`config.mk`:
```
export PLATFORM = sky130hd
export DESIGN_NAME = host_mem_loader
export DESIGN_NICKNAME = d
export VERILOG_FILES = /design/src/rtl/host_mem_loader.sv
export SDC_FILE = /design/constraint.sdc
export NUM_CORES = 1
export LEC_CHECK = 0
export CAP_MARGIN = 0
export CORE_MARGIN = 1
export CORE_UTILIZATION = 30
export DETAILED_ROUTE_END_ITERATION = 16
export MAX_ROUTING_LAYER = met4
export PLACE_DENSITY = 0.59
export SLEW_MARGIN = 10
export SYNTH_ARGS = -nofsm -noshare
export SYNTH_HDL_FRONTEND = slang
export SYNTH_SLANG_ARGS = --single-unit
```
`constraint.sdc`:
```
create_clock -name clk -period 4.8 [get_ports clk]
set_clock_uncertainty 0.15 [all_clocks]
set_input_delay 0.96 -clock clk [delete_from_list [all_inputs] [get_ports clk]]
set_output_delay 0.96 -clock clk [all_outputs]
set_load 0.01 [all_outputs]
```
`src/rtl/host_mem_loader.sv`:
```
// Host byte-stream loader: parses WRITE/START/CLR_ERR command packets and
// writes little-endian assembled words into the TPU unified memory.
module host_mem_loader #(
    parameter int DATA_WIDTH = 32,
    parameter int ADDR_WIDTH = 6
) (
    input  logic                  clk,
    input  logic                  reset,
    input  logic [7:0]            in_data,
    input  logic                  in_valid,
    output logic                  in_ready,
    output logic                  mem_we,
    output logic [ADDR_WIDTH-1:0] mem_addr,
    output logic [DATA_WIDTH-1:0] mem_wdata,
    output logic                  tpu_start,
    input  logic                  tpu_busy,
    output logic                  busy,
    output logic                  done,
    output logic                  err
);

    localparam int BYTES_PER_WORD = DATA_WIDTH / 8;
    localparam int BCW = (BYTES_PER_WORD > 1) ? $clog2(BYTES_PER_WORD) : 1;
    localparam logic [BCW-1:0] LAST_BYTE = BCW'(BYTES_PER_WORD - 1);

    localparam logic [1:0] IDLE     = 2'd0;
    localparam logic [1:0] GET_ADDR = 2'd1;
    localparam logic [1:0] GET_LEN  = 2'd2;
    localparam logic [1:0] DATA     = 2'd3;

    localparam logic [7:0] CMD_WRITE   = 8'h01;
    localparam logic [7:0] CMD_START   = 8'h02;
    localparam logic [7:0] CMD_CLR_ERR = 8'h03;

    logic [1:0]            state_q, state_d;
    logic                  in_ready_q, in_ready_d;
    logic                  mem_we_q, mem_we_d;
    logic [ADDR_WIDTH-1:0] mem_addr_q, mem_addr_d;
    logic [DATA_WIDTH-1:0] mem_wdata_q, mem_wdata_d;
    logic                  tpu_start_q, tpu_start_d;
    logic                  done_q, done_d;
    logic                  err_q, err_d;
    logic [ADDR_WIDTH-1:0] addr_q, addr_d;
    logic [7:0]            len_q, len_d;
    logic [BCW-1:0]        byte_cnt_q, byte_cnt_d;
    logic [DATA_WIDTH-1:0] word_q, word_d;
    logic                  accept;

    assign accept = in_valid && in_ready_q;

    always_comb begin
        state_d     = state_q;
        mem_we_d    = 1'b0;
        mem_addr_d  = mem_addr_q;
        mem_wdata_d = mem_wdata_q;
        tpu_start_d = 1'b0;
        done_d      = 1'b0;
        err_d       = err_q;
        addr_d      = addr_q;
        len_d       = len_q;
        byte_cnt_d  = byte_cnt_q;
        word_d      = word_q;

        if (accept) begin
            case (state_q)
                IDLE: begin
                    case (in_data)
                        CMD_WRITE:   state_d = GET_ADDR;
                        CMD_START:   tpu_start_d = 1'b1;
                        CMD_CLR_ERR: err_d = 1'b0;
                        default:     err_d = 1'b1;
                    endcase
                end
                GET_ADDR: begin
                    addr_d  = in_data[ADDR_WIDTH-1:0];
                    state_d = GET_LEN;
                end
                GET_LEN: begin
                    len_d      = in_data;
                    byte_cnt_d = '0;
                    if (in_data == 8'd0) begin
                        state_d = IDLE;
                        done_d  = 1'b1;
                    end else begin
                        state_d = DATA;
                    end
                end
                default: begin
                    word_d[8*byte_cnt_q +: 8] = in_data;
                    if (byte_cnt_q == LAST_BYTE) begin
                        byte_cnt_d  = '0;
                        mem_we_d    = 1'b1;
                        mem_wdata_d = word_d;
                        mem_addr_d  = addr_q;
                        addr_d      = addr_q + 1'b1;
                        len_d       = len_q - 1'b1;
                        if (len_q == 8'd1) begin
                            state_d = IDLE;
                            done_d  = 1'b1;
                        end
                    end else begin
                        byte_cnt_d = byte_cnt_q + 1'b1;
                    end
                end
            endcase
        end

        // Command acceptance is gated by tpu_busy only at the IDLE boundary.
        in_ready_d = !((state_d == IDLE) && tpu_busy);
    end

    always_ff @(posedge clk or negedge reset) begin
        if (!reset) begin
            state_q     <= IDLE;
            in_ready_q  <= 1'b0;
            mem_we_q    <= 1'b0;
            mem_addr_q  <= '0;
            mem_wdata_q <= '0;
            tpu_start_q <= 1'b0;
            done_q      <= 1'b0;
            err_q       <= 1'b0;
            addr_q      <= '0;
            len_q       <= '0;
            byte_cnt_q  <= '0;
            word_q      <= '0;
        end else begin
            state_q     <= state_d;
            in_ready_q  <= in_ready_d;
            mem_we_q    <= mem_we_d;
            mem_addr_q  <= mem_addr_d;
            mem_wdata_q <= mem_wdata_d;
            tpu_start_q <= tpu_start_d;
            done_q      <= done_d;
            err_q       <= err_d;
            addr_q      <= addr_d;
            len_q       <= len_d;
            byte_cnt_q  <= byte_cnt_d;
            word_q      <= word_d;
        end
    end

    assign in_ready  = in_ready_q;
    assign mem_we    = mem_we_q;
    assign mem_addr  = mem_addr_q;
    assign mem_wdata = mem_wdata_q;
    assign tpu_start = tpu_start_q;
    assign done      = done_q;
    assign err       = err_q;
    assign busy      = (state_q != IDLE);

endmodule

```
# Word-level counts from Yosys, hierarchy flattened
# Index checks and enable logic that the tools add are counted.
# op_classes
n_addsub	4
n_eq_ne	7
n_shift	2
mux	25
n_bitwise	4
reduce_logical	19
# ops
cell	count
negation 5 -> 34 bit	1
variable shift 8 x 34 -> 32 bit (first input constant)	1
indexed part select 8 x 34 -> 32 bit	1
bitwise mux 32 bit	1
equality test 8 x 1 -> 1 bit (second input constant)	2
equality test 8 x 2 -> 1 bit (second input constant)	2
one-hot mux 8 bit (2 select lines)	1
two-way mux 2 bit	6
one-hot mux 6 bit (2 select lines)	1
AND reduction 3 bit	4
two-way mux 1 bit	10
logical NOT 8 bit	1
two-way mux 8 bit	1
subtractor 8 x 1 -> 8 bit (second input constant)	1
adder 6 x 1 -> 6 bit (second input constant)	1
two-way mux 6 bit	1
one-hot mux 2 bit (3 select lines)	1
nonzero test 2 bit	3
OR reduction 2 bit	3
equality test 2 bit (second input constant)	2
logical NOT 2 bit	2
inverter 1 bit	4
one-hot mux 1 bit (2 select lines)	2
one-hot mux 2 bit (2 select lines)	1
other kinds (6)	8
# totals
register_bits	93
in_bits	12
word_cells	73

# Logic depth before layout (Yosys ltp)
# Gate-level depths: netlist (run 1).
# logic_depth
ltp_word	8
depth_mapped	7
mapped_depth_nobuf	6

# Worst setup path before layout (run 1)
# No wires, ideal clock.
# synth_timing
path_kind	input to register
from	in in_data[6]
to	reg in_ready_q, in the netlist in_ready
setup_time_ps	139
arrival_ps	2260
t_required_ps	4511
setup_slack_ps	2251
stages	5
path_buffers	1
path_cell_list	buf_6 -> or4_4 -> nor3_2 -> a31oi_1 -> or4_1
# synth_between
elab_chain_cells	7
elab_cells_between_ends	9
classes_between	eq/ne: 1; mux: 4; reduce/logical: 4
# synth_lines
item	line	text
start, declared	9	input logic [7:0] in_data,
equality test 8 x 1 -> 1 bit or logical NOT 8 bit (tied branches)	67, 81	
two-way mux 2 bit (on tied branches)	67, 81	
one-hot mux 2 bit (3 select lines) (*)	65	case (state_q)
two-way mux 2 bit (*)	64	if (accept) begin
logical NOT 2 bit (*)	109	in_ready_d = !((state_d == IDLE) && tpu_busy);
logical AND 1 bit (*)	109	
logical NOT 1 bit (*)	109	
via in_ready_d	36	logic in_ready_q, in_ready_d;
end signal, assigned	128	in_ready_q <= in_ready_d;
end, declared	36	
# The timed path passes the listed nets; every way through them passes the cells marked *.
# A chain may end at the register's enable or synchronous reset.

# Worst setup path after layout (run 1)
# layout_timing
from	in in_data[3]
to	reg in_ready_q, in the netlist in_ready
# layout_between
elab_chain_cells	7
elab_cells_between_ends	9
classes_between	eq/ne: 1; mux: 4; reduce/logical: 4
# layout_lines
item	line	text
equality test 8 x 1 -> 1 bit or logical NOT 8 bit (tied branches)	67, 81	
two-way mux 2 bit (on tied branches)	67, 81	
one-hot mux 2 bit (3 select lines) (*)	65	
two-way mux 2 bit (*)	64	
via state_d[1]	35	logic [1:0] state_q, state_d;
logical NOT 2 bit (*)	109	
logical AND 1 bit (*)	109	
logical NOT 1 bit (*)	109	
via in_ready_d	36	
# Marks and branches as above.

==> out/results.md, run 1 <==
| Item | Reported | Unit |
|:---|:---|:---|
| Per-cell via count in the routed design | 5.04 | - |
| Total power after layout | 2.93 | mW |
| Number of top-level pins | 56 | - |
| Cell class contributing the biggest share of worst-path delay | simple AND/OR/NAND/NOR gates | - |
| Worst vdd rail ir drop | 0.000208 | V |
| Initial Util | 31.2 | % |
| Cell taking the most area after synthesis | dfrtp_1 | - |
| Count of final setup violators | 0 | - |
| Result of the run | complete, no violations | - |
| Worst Path Arrival | 3.12 | ns |
| Buffers plus inverters on the worst setup path | 1 | - |
| Max stage delay cell, worst path | clkdlybuf4s50_1 | - |
| Unique cell type count in the Yosys netlist | 49 | - |
| Critical path, cell by cell | clkdlybuf4s50_1 > or4_4 > nor3_2 > a221oi_1 > or4_1 | - |
| Buffer count from post-CTS setup fixing | 0 | - |
| Worst Hold Launch | mem_wdata[22]$_DFFE_PN0P_ | - |
| Static leakage | 2.16 | nW |
| Number of optimization iterations in the first detailed-route pass | 4 | - |
| RSZ-0062 raised after global routing | false | - |
| Count of unresolved DRC violations after routing | 0 | - |
| Port buffer count | 55 | - |
| Upper clock frequency limit | 326 | MHz |
| Total power per unit cell area | 589 | mW/mm² |
| CP peak stage delay | 0.67 | ns |
| Syn Area/Cell | 10.1 | µm² |
| CTS tree | built | - |
| Dpl hpwl | 6640 | µm |
| Share of cells above drive strength 1 | 9.55 | % |
| Post-layout net count | 455 | - |
| Antenna violations before repair | 0 | - |
| Count of filler cells inserted in the layout | 1259 | - |
| Number of nets with antenna violations after detailed routing | 0 | - |
| Final weighted congestion in routability-driven placement | 0.839 | - |
| Max-capacitance violation count | 0 | - |
| Ranking of synthesized cells by instance count | dfrtp_1, nand2_1, o21ai_0, a21oi_1, a22o_1 | - |
| Die Y | 117 | µm |
| Overall routed net length | 9880 | µm |
| Routed wirelength normalized by instance count | 16.1 | µm |
| Buffer cell driving the clock tree root | clkbuf_16 | - |
| Number of H-tree levels | 3 | - |
| Start-to-end type of the worst setup path | in2reg | - |
| Final max-slew violation count | 0 | - |
| Cell count after synthesis | 395 | - |
| Leading cell type by number of instances after synthesis | dfrtp_1 | - |
| Maximum number of pins on one net before global-route repair | 86 | - |
| Post-Syn Area | 0.00400 | mm² |
| Number of buffers created by CTS | 9 | - |
| Number of enable flip-flop cells after synthesis | 0 | - |
| Largest fanout of any net on the critical path | 10 | - |
| Vias after detailed routing | 3084 | - |
| Area of the die | 0.0138 | mm² |
| Core box area | 0.0128 | mm² |
| Leading post-synthesis cells by cell area | dfrtp_1, a22o_1, o21ai_0 | - |
| Post-CTS resize count | 0 | - |
| CTS clock-pin slew for the worst setup and hold paths | 0.06 | ns |
| Clock sink count | 85 | - |
| CP startpoint | in_data[3] | - |
| Cts hold-fix bufs | 0 | - |
| Via count of the first global-routing pass | 3128 | - |
| Number of violations reported at the end of detailed-routing iteration 0 | 190 | - |
| Sort of element at the end of the critical path | flop | - |
| Register area share after synthesis | 53.2 | % |
| Global Route Usage Sum | 15.5 | % |
| Insertion delay of the later-clocked pin in the worst-skew pair | 0.33 | ns |
| Min Tclk post-route | 3.07 | ns |
| Maximum clock insertion buffer count | 2 | - |
| Worst R2R Start | byte_cnt_q[0]$_DFFE_PN0P_ | - |
| Total global routing overflow | 0 | - |
| Warning count from the yosys run | 0 | - |
| Least-Margin Pin Slew | 1.08 | ns |
| Area grow syn2layout | 24.2 | % |
| Wire length of the first global-routing pass | 16600 | µm |
| Class of the worst hold path | reg2reg | - |
| Number of nets produced by synthesis | 415 | - |
| Rel. slew slack | 27.7 | % |
| Most used flip-flop cell after synthesis | dfrtp_1 | - |
| Synthesis-stage register bit count | 85 | - |
| Setup TNS | 0 | ns |
| Width of the die | 117 | µm |
| Crit start category | primary input | - |
| Share of the synthesized area in the top cell type | 53.2 | % |
| Share of the cycle needed by the critical path after routing | 64.0 | % |
| Req. time, crit path | 4.85 | ns |
| Fraction of synthesis flops using an asynchronous set or reset pin | 100 | % |
| Floorplan row count | 41 | - |
| Final count of hold timing violations | 0 | - |
| Final antenna diode count | 0 | - |
==> per-layer routing <==
layer	wire length [µm]	vias up	GRT usage (%)	part of all wire, %
met2	4690	75	23.4	47
met3	384	11	2.33	3.9
li1	-	1479	-	-
met1	4700	1519	20.9	48
met4	112	0	6.41	1.1
met5	0	-	-	0
==> logic make-up after synthesis <==
family,count (synthesis),share of synthesized area [%]
mux,10,2.69
fa+ha+maj,8,2.50
buf+inv,37,3.85
simple gates,129,17.5
flops,85,53.2
compound gates,126,20.3
==> sequential cells by signal, indices dropped and copies added (netlist names) <==
register / flops
addr_q: 6
byte_cnt_q: 2
tpu_start: 1
len_q: 8
mem_we: 1
word_q: 24
err: 1
mem_addr: 6
done: 1
in_ready: 1
mem_wdata: 32
state_q: 2
==> where the power goes <==
part / internal [mW] / leakage, nW / switching, mW
Sequential: 0.982 / 1.12 / 0.189
Clock: 0.434 / 0.145 / 0.282
Combinational: 0.533 / 0.900 / 0.507
Total: 1.95 / 2.16 / 0.978
==> stage by stage <==
stage | std cells | util (%) | hold slack (ns) | setup WS (ns) | cell area, µm²
after global routing | 612 | 38.8 | 0.360 | 1.68 | 4970
after floorplan | 395 | - | 0.308 | 2.25 | 4000
after detailed placement | 596 | 36.3 | 0.326 | 1.38 | 4660
final | 612 | 38.8 | 0.331 | 1.73 | 4970
after global placement | 596 | 36.3 | 0.317 | 1.43 | 4660
after CTS | 612 | 38.8 | 0.341 | 1.75 | 4970
==> cells in the final DEF (no fill, tap or decap), drive strengths merged, types with 7 or more instances in the layout <==
master	instances
a21oi	34
a22o	32
clkbuf	12
clkdlybuf4s50	54
dfrtp	85
ha	8
inv	10
nand2	45
nand3	7
nor2	17
nor2b	26
nor3	8
o21ai	41
==> worst register-to-register path, delay by kind of cell, from the launching register on <==
kind / cells / cell delay [ns]
AO/OA/AOI/OAI: 1 / 0.22
adder cells (fa/ha/maj): 1 / 0.44
buffers and inverters: 1 / 0.23
flip-flops: 1 / 0.47
AND/OR/NAND/NOR: 3 / 1.08
==> path summary, 6_finish.rpt <==
kind	end	slack, ns	cells past startpoint
max	in_ready$_DFF_PN0_	1.73	5
min	mem_wdata[22]$_DFFE_PN0P_	0.33	2
max reg2reg	word_q[0]$_DFFE_PN0P_	2.14	6
min reg2reg	mem_wdata[22]$_DFFE_PN0P_	0.33	2
max in group asynchronous	mem_wdata[0]$_DFFE_PN0P_	3.12	1
min in group asynchronous	mem_addr[4]$_DFFE_PN0P_	0.66	1
==> cell type report <==
class / count / area, µm² / share of cell area [%]
Clock buffer: 12 / 256 / 5.16
Clock inverter: 4 / 53.8 / 1.08
Inverter: 9 / 33.8 / 0.680
Multi-Input combinational cell: 273 / 1720 / 34.6
Sequential cell: 85 / 2130 / 42.8
Tap cell: 172 / 215 / 4.33
Timing Repair Buffer: 57 / 563 / 11.3
Note: power is estimated with default switching activity, not from simulation.
==> inputs of run 2 (changes only) <==
Clock period 4.8 ns to 3 ns, I/O delays scaled along.
==> run 2 against run 1 <==
Against the previous run: sequential power increased by 59%; sequential share of layout area decreased by 0.73 points; highest routed layer unchanged; total power increased by 58%; worst setup slack got worse by 1.1 ns; worst hold slack got worse by 0.21 ns; register-to-register slack got worse by 1.5 ns; largest power group unchanged; critical path type is now reg2out; cell count increased by 2.0%; sequential cell count unchanged; non-clock buffer count increased by 12; global-route usage decreased by 0.46 points.
==> out/results.md, run 2 (synthesis results as in run 1) <==
| Item | Reported | Unit | vs previous |
|:---|:---|:---|:---|
| Max stage delay cell, worst path | dfrtp_1 | - |  |
| Count of unresolved DRC violations after routing | 0 | - | unchanged |
| Most frequent cells in the layout | dfrtp_1, clkdlybuf4s50_1, nand2_1 | - |  |
| Start-to-end type of the worst setup path | reg2out | - |  |
| Count of final setup violators | 0 | - | unchanged |
| Total power per unit cell area | 913 | mW/mm² | +55% |
| Cts hold-fix bufs | 0 | - | unchanged |
| Rel. slew slack | 53.1 | % | +25 points |
| Total power after layout | 4.62 | mW | +58% |
| Sort of element at the end of the critical path | output port | - |  |
| Final max-slew violation count | 0 | - | unchanged |
| FF-to-FF path depth | 6 | - | unchanged |
| Count of filler cells inserted in the layout | 1269 | - | +0.79% |
| Max-capacitance violation count | 0 | - | unchanged |
| CTS tree | built | - |  |
| RSZ-0062 raised after global routing | false | - |  |
| Worst vdd rail ir drop | 0.000423 | V | +100% |
| Critical path, cell by cell | or2_2 > clkdlybuf4s50_1 | - |  |
| Worst Path Arrival | 1.66 | ns | -1.46 ns |
| CP peak stage delay | 0.51 | ns | -0.16 ns |
| CTS clock-pin slew for the worst setup and hold paths | 0.06 | ns | about the same |
| Req. time, crit path | 2.25 | ns | -2.60 ns |
| Maximum clock insertion buffer count | 2 | - | unchanged |
| Final weighted congestion in routability-driven placement | 0.764 | - | -8.9% |
| Wire length of the first global-routing pass | 15900 | µm | -4.1% |
| Port buffer count | 55 | - | unchanged |
| Static leakage | 2.21 | nW | +2.3% |
| Result of the run | complete, no violations | - |  |
| Width of the die | 117 | µm | unchanged |
| Worst R2R Start | byte_cnt_q[0]$_DFFE_PN0P_ | - |  |
| Post-CTS resize count | 0 | - | unchanged |
| Overall routed net length | 9320 | µm | -5.7% |
| Final count of hold timing violations | 0 | - | unchanged |
| Area of the die | 0.0138 | mm² | unchanged |
| Die Y | 117 | µm | unchanged |
| Number of buffers created by CTS | 9 | - | unchanged |
| Buffer cell driving the clock tree root | clkbuf_16 | - |  |
| Number of top-level pins | 56 | - | unchanged |
| Min Tclk post-route | 2.41 | ns |  |
| Crit start category | flop | - |  |
| Vias after detailed routing | 3048 | - | -1.2% |
| Least-Margin Pin Slew | 0.702 | ns | -0.383 ns |
| Number of nets with antenna violations after detailed routing | 0 | - | unchanged |
| Buffer count from post-CTS setup fixing | 0 | - | unchanged |
| Setup TNS | 0 | ns | unchanged |
| Flip-flop count of the largest register, all copies and words added | 32 | - | unchanged |
| Total global routing overflow | 0 | - | unchanged |
| Routed wirelength normalized by instance count | 14.9 | µm | -7.6% |
| Area grow syn2layout | 26.4 | % |  |
| Number of H-tree levels | 3 | - | unchanged |
| Number of optimization iterations in the first detailed-route pass | 4 | - | unchanged |
| Class of the worst hold path | in2async | - |  |
| Largest fanout of any net on the critical path | 13 | - | +3 |
| Global Route Usage Sum | 15.1 | % | -0.46 points |
| Critical register-to-register path endpoint | word_q[22]$_DFFE_PN0P_ | - |  |
| Clock sink count | 85 | - | unchanged |
| Core box area | 0.0128 | mm² | unchanged |
| Finished Core Util | 39.4 | % | +0.67 points |
| Maximum number of pins on one net before global-route repair | 47 | - | -45% |
| Antenna violations before repair | 0 | - | unchanged |
| Post-layout net count | 467 | - | +2.6% |
| Via count of the first global-routing pass | 3007 | - | -3.9% |
| Per-cell via count in the routed design | 4.88 | - | -3.1% |
| Number of violations reported at the end of detailed-routing iteration 0 | 171 | - | -10% |
| Most common library cell in the layout ignoring fill and taps | dfrtp_1 | - |  |
| Dpl hpwl | 6380 | µm | -3.8% |
| Reg2reg setup slack | 0.64 | ns | -1.50 ns |
| Floorplan row count | 41 | - | unchanged |
| Share of cells above drive strength 1 | 11.7 | % | +2.2 points |
| Upper clock frequency limit | 414 | MHz |  |
| Initial Util | 31.2 | % | unchanged |
| Share of the cycle needed by the critical path after routing | 80.5 | % |  |
| Insertion delay of the later-clocked pin in the worst-skew pair | 0.34 | ns | about the same |
| Final antenna diode count | 0 | - | unchanged |
==> run 2: cell count changes in the layout (fill, tap and decap cells not counted), sizes merged <==
cell	change
clkbuf	-1
clkinvlp	+1
buf	+12
clkinv	+1
inv	-1
==> run 2: area by class of cell <==
type	count	area, µm²	share of cell area [%]
repair buffers	69	666	13.2
inverters	9	33.8	0.668
clock inverters	5	61.3	1.21
flip-flops and latches	85	2130	42.1
multi-input cells	273	1720	34.0
well taps	172	215	4.26
clock buffers	11	233	4.60
==> run 2: worst max-delay path, delay by kind of cell (launching register included) <==
family,cells,cell delay [ns]
AND/OR/NAND/NOR,1,0.34
buffers and inverters,1,0.48
flip-flops,1,0.51
==> run 2: worst max path at each step <==
stage | startpoint | end | slack [ns] | cells past startpoint
3_5_place_dp | in_data[4] | in_ready$_DFF_PN0_ | 0.27 | 5
2_1_floorplan | in_data[6] | in_ready$_DFF_PN0_ | 0.81 | 5
6_report | state_q[0]$_DFF_PN0_ | busy | 0.59 | 2
3_3_place_gp | in_data[4] | in_ready$_DFF_PN0_ | 0.31 | 5
5_1_grt | byte_cnt_q[0]$_DFFE_PN0P_ | word_q[17]$_DFFE_PN0P_ | 0.41 | 6
4_1_cts | state_q[0]$_DFF_PN0_ | busy | 0.57 | 2
==> run 2: routing by layer <==
layer,global-route usage [%],up-vias,wire length (µm)
met5,-,-,0
met2,22.8,66,4350
met1,19.9,1469,4430
li1,-,1502,-
met4,5.29,0,155
met3,3.29,11,386
==> run 2: stage by stage <==
step | cell area (µm²) | hold slack, ns | worst slack, ns | cells
floorplan | 4000 | 0.154 | 0.811 | 395
global placement | 4760 | 0.319 | 0.314 | 608
detailed placement | 4760 | 0.321 | 0.268 | 608
CTS | 5060 | 0.144 | 0.567 | 624
global route | 5060 | 0.161 | 0.409 | 624
finish | 5060 | 0.122 | 0.585 | 624
==> run 2: power by group <==
group	leakage (nW)	internal (mW)	total (mW)	switching, mW
clock	0.132	0.647	1.10	0.456
sequential	1.12	1.57	1.86	0.290
combinational	0.963	0.872	1.65	0.781
total	2.21	3.09	4.62	1.53
